===== src/rtl/pr_timer_bank.sv =====
// rtl/pr_timer_bank.sv - bank of NUM_CH down-counting timers on the processor peripheral bus
// Optional per-channel prescaler enabled by defining TIMER_PRESCALE_EN.
module pr_timer_bank #(
   parameter int NUM_CH = 2,
   parameter int WIDTH  = 32
) (
   input  logic              clk,
   input  logic              reset,
   input  logic              sel,
   input  logic [29:0]       PrAddr,
   input  logic [3:0]        PrBE,
   input  logic [31:0]       PrWD,
   input  logic              PrWe,
   output logic [31:0]       PrRD,
   output logic [NUM_CH-1:0] irq
);

   typedef enum logic [1:0] {
      IDLE = 2'd0,
      LOAD = 2'd1,
      CNT  = 2'd2
   } chState_t;

   localparam logic [WIDTH-1:0] ONE = WIDTH'(1);

   logic [2:0]  chIdx;
   logic [1:0]  regIdx;
   logic        wrEn;
   logic [31:0] beMask;

   assign chIdx  = PrAddr[4:2];
   assign regIdx = PrAddr[1:0];
   assign wrEn   = sel & PrWe;
   assign beMask = {{8{PrBE[3]}}, {8{PrBE[2]}}, {8{PrBE[1]}}, {8{PrBE[0]}}};

   chState_t          state      [NUM_CH];
   logic [WIDTH-1:0]  preset     [NUM_CH];
   logic [WIDTH-1:0]  count      [NUM_CH];
   logic [WIDTH-1:0]  presetNext [NUM_CH];
   logic [NUM_CH-1:0] en;
   logic [NUM_CH-1:0] mode;
   logic [NUM_CH-1:0] im;
   logic [NUM_CH-1:0] pend;
   logic [NUM_CH-1:0] ctrlWr;
   logic [NUM_CH-1:0] presetWr;
   logic [NUM_CH-1:0] tick;

`ifdef TIMER_PRESCALE_EN
   logic [7:0]        prescale [NUM_CH];
   logic [7:0]        psLive   [NUM_CH];
   logic [7:0]        psCnt    [NUM_CH];
   logic [NUM_CH-1:0] psWr;
`endif

   // PRESET of zero would never expire, so it behaves as one
   function automatic logic [WIDTH-1:0] reloadVal(input logic [WIDTH-1:0] p);
      return (p == '0) ? ONE : p;
   endfunction

   always_comb begin
      for (int i = 0; i < NUM_CH; i++) begin
         ctrlWr[i]     = wrEn && (chIdx == 3'(i)) && (regIdx == 2'd0);
         presetWr[i]   = wrEn && (chIdx == 3'(i)) && (regIdx == 2'd1);
         presetNext[i] = WIDTH'((PrWD & beMask) | (32'(preset[i]) & ~beMask));
`ifdef TIMER_PRESCALE_EN
         psWr[i]       = wrEn && (chIdx == 3'(i)) && (regIdx == 2'd3) && PrBE[0];
         tick[i]       = (psCnt[i] == 8'd0);
`else
         tick[i]       = 1'b1;
`endif
      end
   end

   always_ff @(posedge clk or negedge reset) begin
      if (!reset) begin
         for (int i = 0; i < NUM_CH; i++) begin
            state[i]  <= IDLE;
            preset[i] <= '0;
            count[i]  <= '0;
            en[i]     <= 1'b0;
            mode[i]   <= 1'b0;
            im[i]     <= 1'b0;
            pend[i]   <= 1'b0;
            irq[i]    <= 1'b0;
`ifdef TIMER_PRESCALE_EN
            prescale[i] <= 8'd0;
            psLive[i]   <= 8'd0;
            psCnt[i]    <= 8'd0;
`endif
         end
      end else begin
         for (int i = 0; i < NUM_CH; i++) begin
            irq[i] <= pend[i] & im[i];
            if (presetWr[i])
               preset[i] <= presetNext[i];
`ifdef TIMER_PRESCALE_EN
            if (psWr[i])
               prescale[i] <= PrWD[7:0];
`endif
            // A CTRL write overrides whatever the FSM would do this cycle, expiry included
            if (ctrlWr[i]) begin
               if (PrBE[0]) begin
                  en[i]   <= PrWD[0];
                  mode[i] <= PrWD[1];
                  im[i]   <= PrWD[3];
               end
               pend[i]  <= 1'b0;
               state[i] <= (PrBE[0] ? PrWD[0] : en[i]) ? LOAD : IDLE;
            end else begin
               case (state[i])
                  IDLE: begin
                     if (en[i])
                        state[i] <= LOAD;
                  end
                  LOAD: begin
                     count[i] <= reloadVal(preset[i]);
                     state[i] <= CNT;
`ifdef TIMER_PRESCALE_EN
                     psLive[i] <= prescale[i];
                     psCnt[i]  <= prescale[i];
`endif
                  end
                  CNT: begin
`ifdef TIMER_PRESCALE_EN
                     psCnt[i] <= tick[i] ? psLive[i] : psCnt[i] - 8'd1;
`endif
                     if (tick[i]) begin
                        if (count[i] == ONE) begin
                           pend[i] <= 1'b1;
                           if (mode[i]) begin
                              count[i] <= reloadVal(preset[i]);
                           end else begin
                              count[i] <= '0;
                              en[i]    <= 1'b0;
                              state[i] <= IDLE;
                           end
                        end else begin
                           count[i] <= count[i] - ONE;
                        end
                     end
                  end
                  default: state[i] <= IDLE;
               endcase
            end
         end
      end
   end

   always_comb begin
      PrRD = 32'd0;
      for (int i = 0; i < NUM_CH; i++) begin
         if (sel && (chIdx == 3'(i))) begin
            case (regIdx)
               2'd0: PrRD = {27'd0, pend[i], im[i], 1'b0, mode[i], en[i]};
               2'd1: PrRD = 32'(preset[i]);
               2'd2: PrRD = 32'(count[i]);
`ifdef TIMER_PRESCALE_EN
               default: PrRD = {24'd0, prescale[i]};
`else
               default: PrRD = 32'd0;
`endif
            endcase
         end
      end
   end

endmodule

===== config.mk =====
export PLATFORM = sky130hd
export DESIGN_NAME = pr_timer_bank
export DESIGN_NICKNAME = d
export VERILOG_FILES = /design/src/rtl/pr_timer_bank.sv
export SDC_FILE = /design/constraint.sdc
export NUM_CORES = 1
export LEC_CHECK = 0
export ABC_AREA = 0
export CAP_MARGIN = 20
export CORE_UTILIZATION = 52
export DETAILED_ROUTE_END_ITERATION = 10
export MAX_ROUTING_LAYER = met4
export PLACE_DENSITY_LB_ADDON = 0.15
export SYNTH_ARGS = -nofsm -noshare
export SYNTH_HDL_FRONTEND = slang
export SYNTH_SLANG_ARGS = --single-unit

===== constraint.sdc =====
create_clock -name clk -period 3.3 [get_ports clk]
set_clock_uncertainty 0.05 [all_clocks]
set_input_delay 0.66 -clock clk [delete_from_list [all_inputs] [get_ports clk]]
set_output_delay 0.66 -clock clk [all_outputs]
set_load 0.01 [all_outputs]

==> impl_metrics.prom <==
# TYPE chip_impl_metric gauge
chip_impl_metric{name="drcViolationCount",unit=""} 0
chip_impl_metric{name="post_cts_resize_count",unit=""} 29
chip_impl_info{name="synth_area_leader_cell",value="sky130_fd_sc_hd__dfrtp_1"} 1
chip_impl_metric{name="async_flop_share",unit="%"} 100.0
chip_impl_metric{name="die_width",unit="um"} 128.3
chip_impl_info{name="clock-root-buffer",value="sky130_fd_sc_hd__clkbuf_16"} 1
chip_impl_metric{name="post_synthesis_register_bit_count",unit=""} 142
chip_impl_metric{name="setup_viol",unit=""} 0
chip_impl_metric{name="die_h",unit="um"} 128.3
chip_impl_info{name="status",value="complete, no violations"} 1
chip_impl_metric{name="grt_pass1_vias",unit=""} 7948
chip_impl_metric{name="worst-endpoint-arrival",unit="ns"} 2.42
chip_impl_info{name="yosys.cell_count.top_type",value="sky130_fd_sc_hd__dfrtp_1"} 1
chip_impl_metric{name="worstSkewPairLatency",unit="ns"} 0.44
chip_impl_metric{name="syn-cell-area",unit="mm^2"} 0.008298
chip_impl_metric{name="cts.hold.buffers_added",unit=""} 0
chip_impl_metric{name="vias_post_dr",unit=""} 8187
chip_impl_metric{name="detailed_place.area",unit="mm^2"} 0.009605
chip_impl_metric{name="clock_sinks",unit=""} 142
chip_impl_metric{name="synth-seq-area-share",unit="%"} 42.82
chip_impl_metric{name="netlist_instances",unit=""} 861
chip_impl_metric{name="grt_max_degree",unit=""} 65
chip_impl_metric{name="dpl_worst_slack",unit="ns"} -0.1572
chip_impl_metric{name="routedWlPerCell",unit="um"} 24.12
chip_impl_metric{name="antenna_cells",unit=""} 0
chip_impl_info{name="rsz_0062_raised_after_global_routing",value="no"} 1
chip_impl_metric{name="fin_area",unit="mm^2"} 0.01022
chip_impl_metric{name="io_pins",unit=""} 104
chip_impl_metric{name="route.final.wire_length",unit="mm"} 28.53
chip_impl_metric{name="synth_largest_type_area_fraction",unit="%"} 42.82
chip_impl_metric{name="dr_vias_cell",unit=""} 6.921
chip_impl_metric{name="postCtsSetupBuffers",unit=""} 0
chip_impl_metric{name="first_pass_grt_wire_length",unit="mm"} 44.85
chip_impl_metric{name="maxCapViolCount",unit=""} 0
chip_impl_metric{name="ff2ff_path_depth",unit=""} 7
chip_impl_metric{name="synthDistinctLibCells",unit=""} 67
chip_impl_metric{name="antenna_found_initial",unit=""} 0
chip_impl_metric{name="worst_case_setup_margin_in_the_final_layout",unit="ns"} 0.1656
chip_impl_metric{name="clk_pin_slew",unit="ns"} 0.06
chip_impl_metric{name="hold_violations",unit=""} 0
chip_impl_metric{name="first_iter_violations",unit=""} 1020
chip_impl_metric{name="fp.coreArea",unit="mm^2"} 0.01537
chip_impl_info{name="postSynth.topFlopCell",value="sky130_fd_sc_hd__dfrtp_1"} 1
chip_impl_metric{name="grt_util_all_layers",unit="%"} 37.42
chip_impl_metric{name="layout-area-overhead-vs-synth",unit="%"} 23.21
chip_impl_metric{name="yosys_warnings",unit=""} 0
chip_impl_info{name="post_synth_main_area_contributors",value="sky130_fd_sc_hd__dfrtp_1 43%, sky130_fd_sc_hd__mux2_2 9.2%, sky130_fd_sc_hd__a22oi_1 5.1%"} 1
chip_impl_metric{name="max_clock_freq",unit="GHz"} 0.3190
chip_impl_info{name="worstSetupEndpointType",value="primary output"} 1
chip_impl_metric{name="overflow",unit=""} 0
chip_impl_metric{name="clock_tree.htree_level_count",unit=""} 4
chip_impl_metric{name="average_cell_area_after_synthesis",unit="um^2"} 9.638
chip_impl_metric{name="timing.slew.headroom",unit="%"} 38.95
chip_impl_info{name="synthTopCellsByCount",value="142 x sky130_fd_sc_hd__dfrtp_1, 89 x sky130_fd_sc_hd__nand2_1, 68 x sky130_fd_sc_hd__mux2_2"} 1
chip_impl_metric{name="timing.final.crit_share",unit="%"} 94.98
chip_impl_metric{name="share_of_final_layout_standard_cells_stronger_than_drive_strength_1",unit="%"} 18.72
chip_impl_info{name="cts_tree",value="built"} 1
chip_impl_metric{name="power.leakage",unit="nW"} 4.586
chip_impl_metric{name="globalplace.congestion",unit=""} 1.013
chip_impl_metric{name="floorplan.rows",unit=""} 45
chip_impl_info{name="critPathKind",value="primary input to primary output"} 1
chip_impl_metric{name="nNetsFinal",unit=""} 1039
chip_impl_info{name="hold_path_class",value="primary input to async pin"} 1
chip_impl_metric{name="cp_max_fo",unit=""} 33
chip_impl_info{name="worst_setup_path_start_kind",value="primary input"} 1
chip_impl_metric{name="synth_edf_count",unit=""} 0
chip_impl_metric{name="drt-pass1-iter-count",unit=""} 5
chip_impl_metric{name="nFillCells",unit=""} 1225
chip_impl_metric{name="post-dp-hpwl",unit="mm"} 20.65
chip_impl_metric{name="transition_time_at_the_pin_with_the_least_slew_margin",unit="ns"} 0.9124
chip_impl_metric{name="port-buffer-count",unit=""} 78
chip_impl_metric{name="floorplan.die_area",unit="mm^2"} 0.01647
chip_impl_metric{name="clk_path_buf_depth",unit=""} 2
chip_impl_metric{name="synth.net_count",unit=""} 941
chip_impl_metric{name="timing.final.crit_period",unit="ns"} 3.134
chip_impl_metric{name="report.final.slew_viol_count",unit=""} 0
chip_impl_metric{name="tritoncts.num_buffers",unit=""} 17
chip_impl_metric{name="vdd_ir_drop_max",unit="mV"} 0.5910
chip_impl_metric{name="power.density",unit="mW/mm^2"} 929.9
chip_impl_metric{name="cp_data_required_time",unit="ns"} 2.59
chip_impl_metric{name="floorplan.initialDensity",unit="%"} 53.98
chip_impl_metric{name="antenna_left",unit=""} 0
## per-layer routing
layer	vias up	routed length (um)	GRT usage, %
li1	3547	-	-
met1	4073	11840	49.09
met2	495	13210	58.41
met3	72	2399	5.426
met4	0	1075	15.02
met5	-	0	-
## critical path: stages
cell and delay (ns):
sky130_fd_sc_hd__clkdlybuf4s50_1 0.52, sky130_fd_sc_hd__or4b_1 0.50, sky130_fd_sc_hd__buf_12 0.21, sky130_fd_sc_hd__o22ai_1 0.22
sky130_fd_sc_hd__dlygate4sd2_1 0.31
## layout make-up
class | instances | area, um^2 | area share (%)
clock buffers | 18 | 439.2 | 4.296
clock inverters | 14 | 155.1 | 1.518
inverters | 15 | 56.30 | 0.5507
multi-input cells | 654 | 4514 | 44.16
flip-flops and latches | 142 | 3553 | 34.76
well taps | 211 | 264.0 | 2.582
repair buffers | 129 | 1241 | 12.14
## final timing paths
check	start	end	slack [ns]
min in group clk	im[0]	irq[0]	0.47
worst min-delay path	reset	state[3]	0.19
worst max register to register	count[16]	count[26]	0.41
worst min register to register	im[0]	irq[0]	0.47
worst max-delay path	sel	PrRD[27]	0.17
max in group asynchronous	reset	count[37]	2.22
## power by group
| group | internal, mW | total (mW) | switching [mW] |
|---|---|---|---|
| clock | 1.15 | 1.96 | 0.814 |
| sequential | 2.15 | 2.77 | 0.618 |
| combinational | 1.73 | 4.77 | 3.04 |
| total | 5.03 | 9.51 | 4.47 |
## placed cells by master (no fill, tap or decap), drive strengths merged, types with 4 or more instances in the layout
cell type and n:
dlygate4sd2 25, a21boi 4, a221o 21, o211ai 8, and2 4, nor4 33
o311ai 13, a22oi 56, nor2b 6, nand3b 4, dlymetal6s2s 8, ha 10
mux2i 13, a32oi 10, o31ai 6, or4 9, mux2 68, o21ai 48
a21oi 30, inv 21, clkdlybuf4s50 44, or3 11, o22ai 31, clkinv 4
dfrtp 142, nor3 35, a22o 4, nor2 57, nand2 91, nand2b 4
nand3 26, clkbuf 18, buf 52, nand4 17
## kinds of logic (layout without fill, tap and decap cells)
logic type      Yosys count  after routing  synth area share [%]
buf+inv                  65            176                 3.332
fa+ha+maj                10             10                 1.508
flops                   142            142                 42.82
mux                      81             81                 10.80
xor+xnor                  1              1                0.1056
simple gates            311            311                 19.86
compound gates          251            251                 21.58
## metrics by stage
| step | TNS (ns) | hold slack [ns] | total power [mW] | std cells | util, % |
|---|---|---|---|---|---|
| after floorplan | 0 | 0.3144 | 5.742 | 861 | - |
| after global placement | -0.8809 | 0.4469 | 7.290 | 1150 | 62.49 |
| after detailed placement | -1.431 | 0.4501 | 7.372 | 1150 | 62.49 |
| after CTS | 0 | 0.2107 | 9.368 | 1182 | 66.32 |
| after global routing | 0 | 0.2263 | 10.04 | 1183 | 66.51 |
| final | 0 | 0.1873 | 9.507 | 1183 | 66.51 |
(Power assumes the default switching activity.)
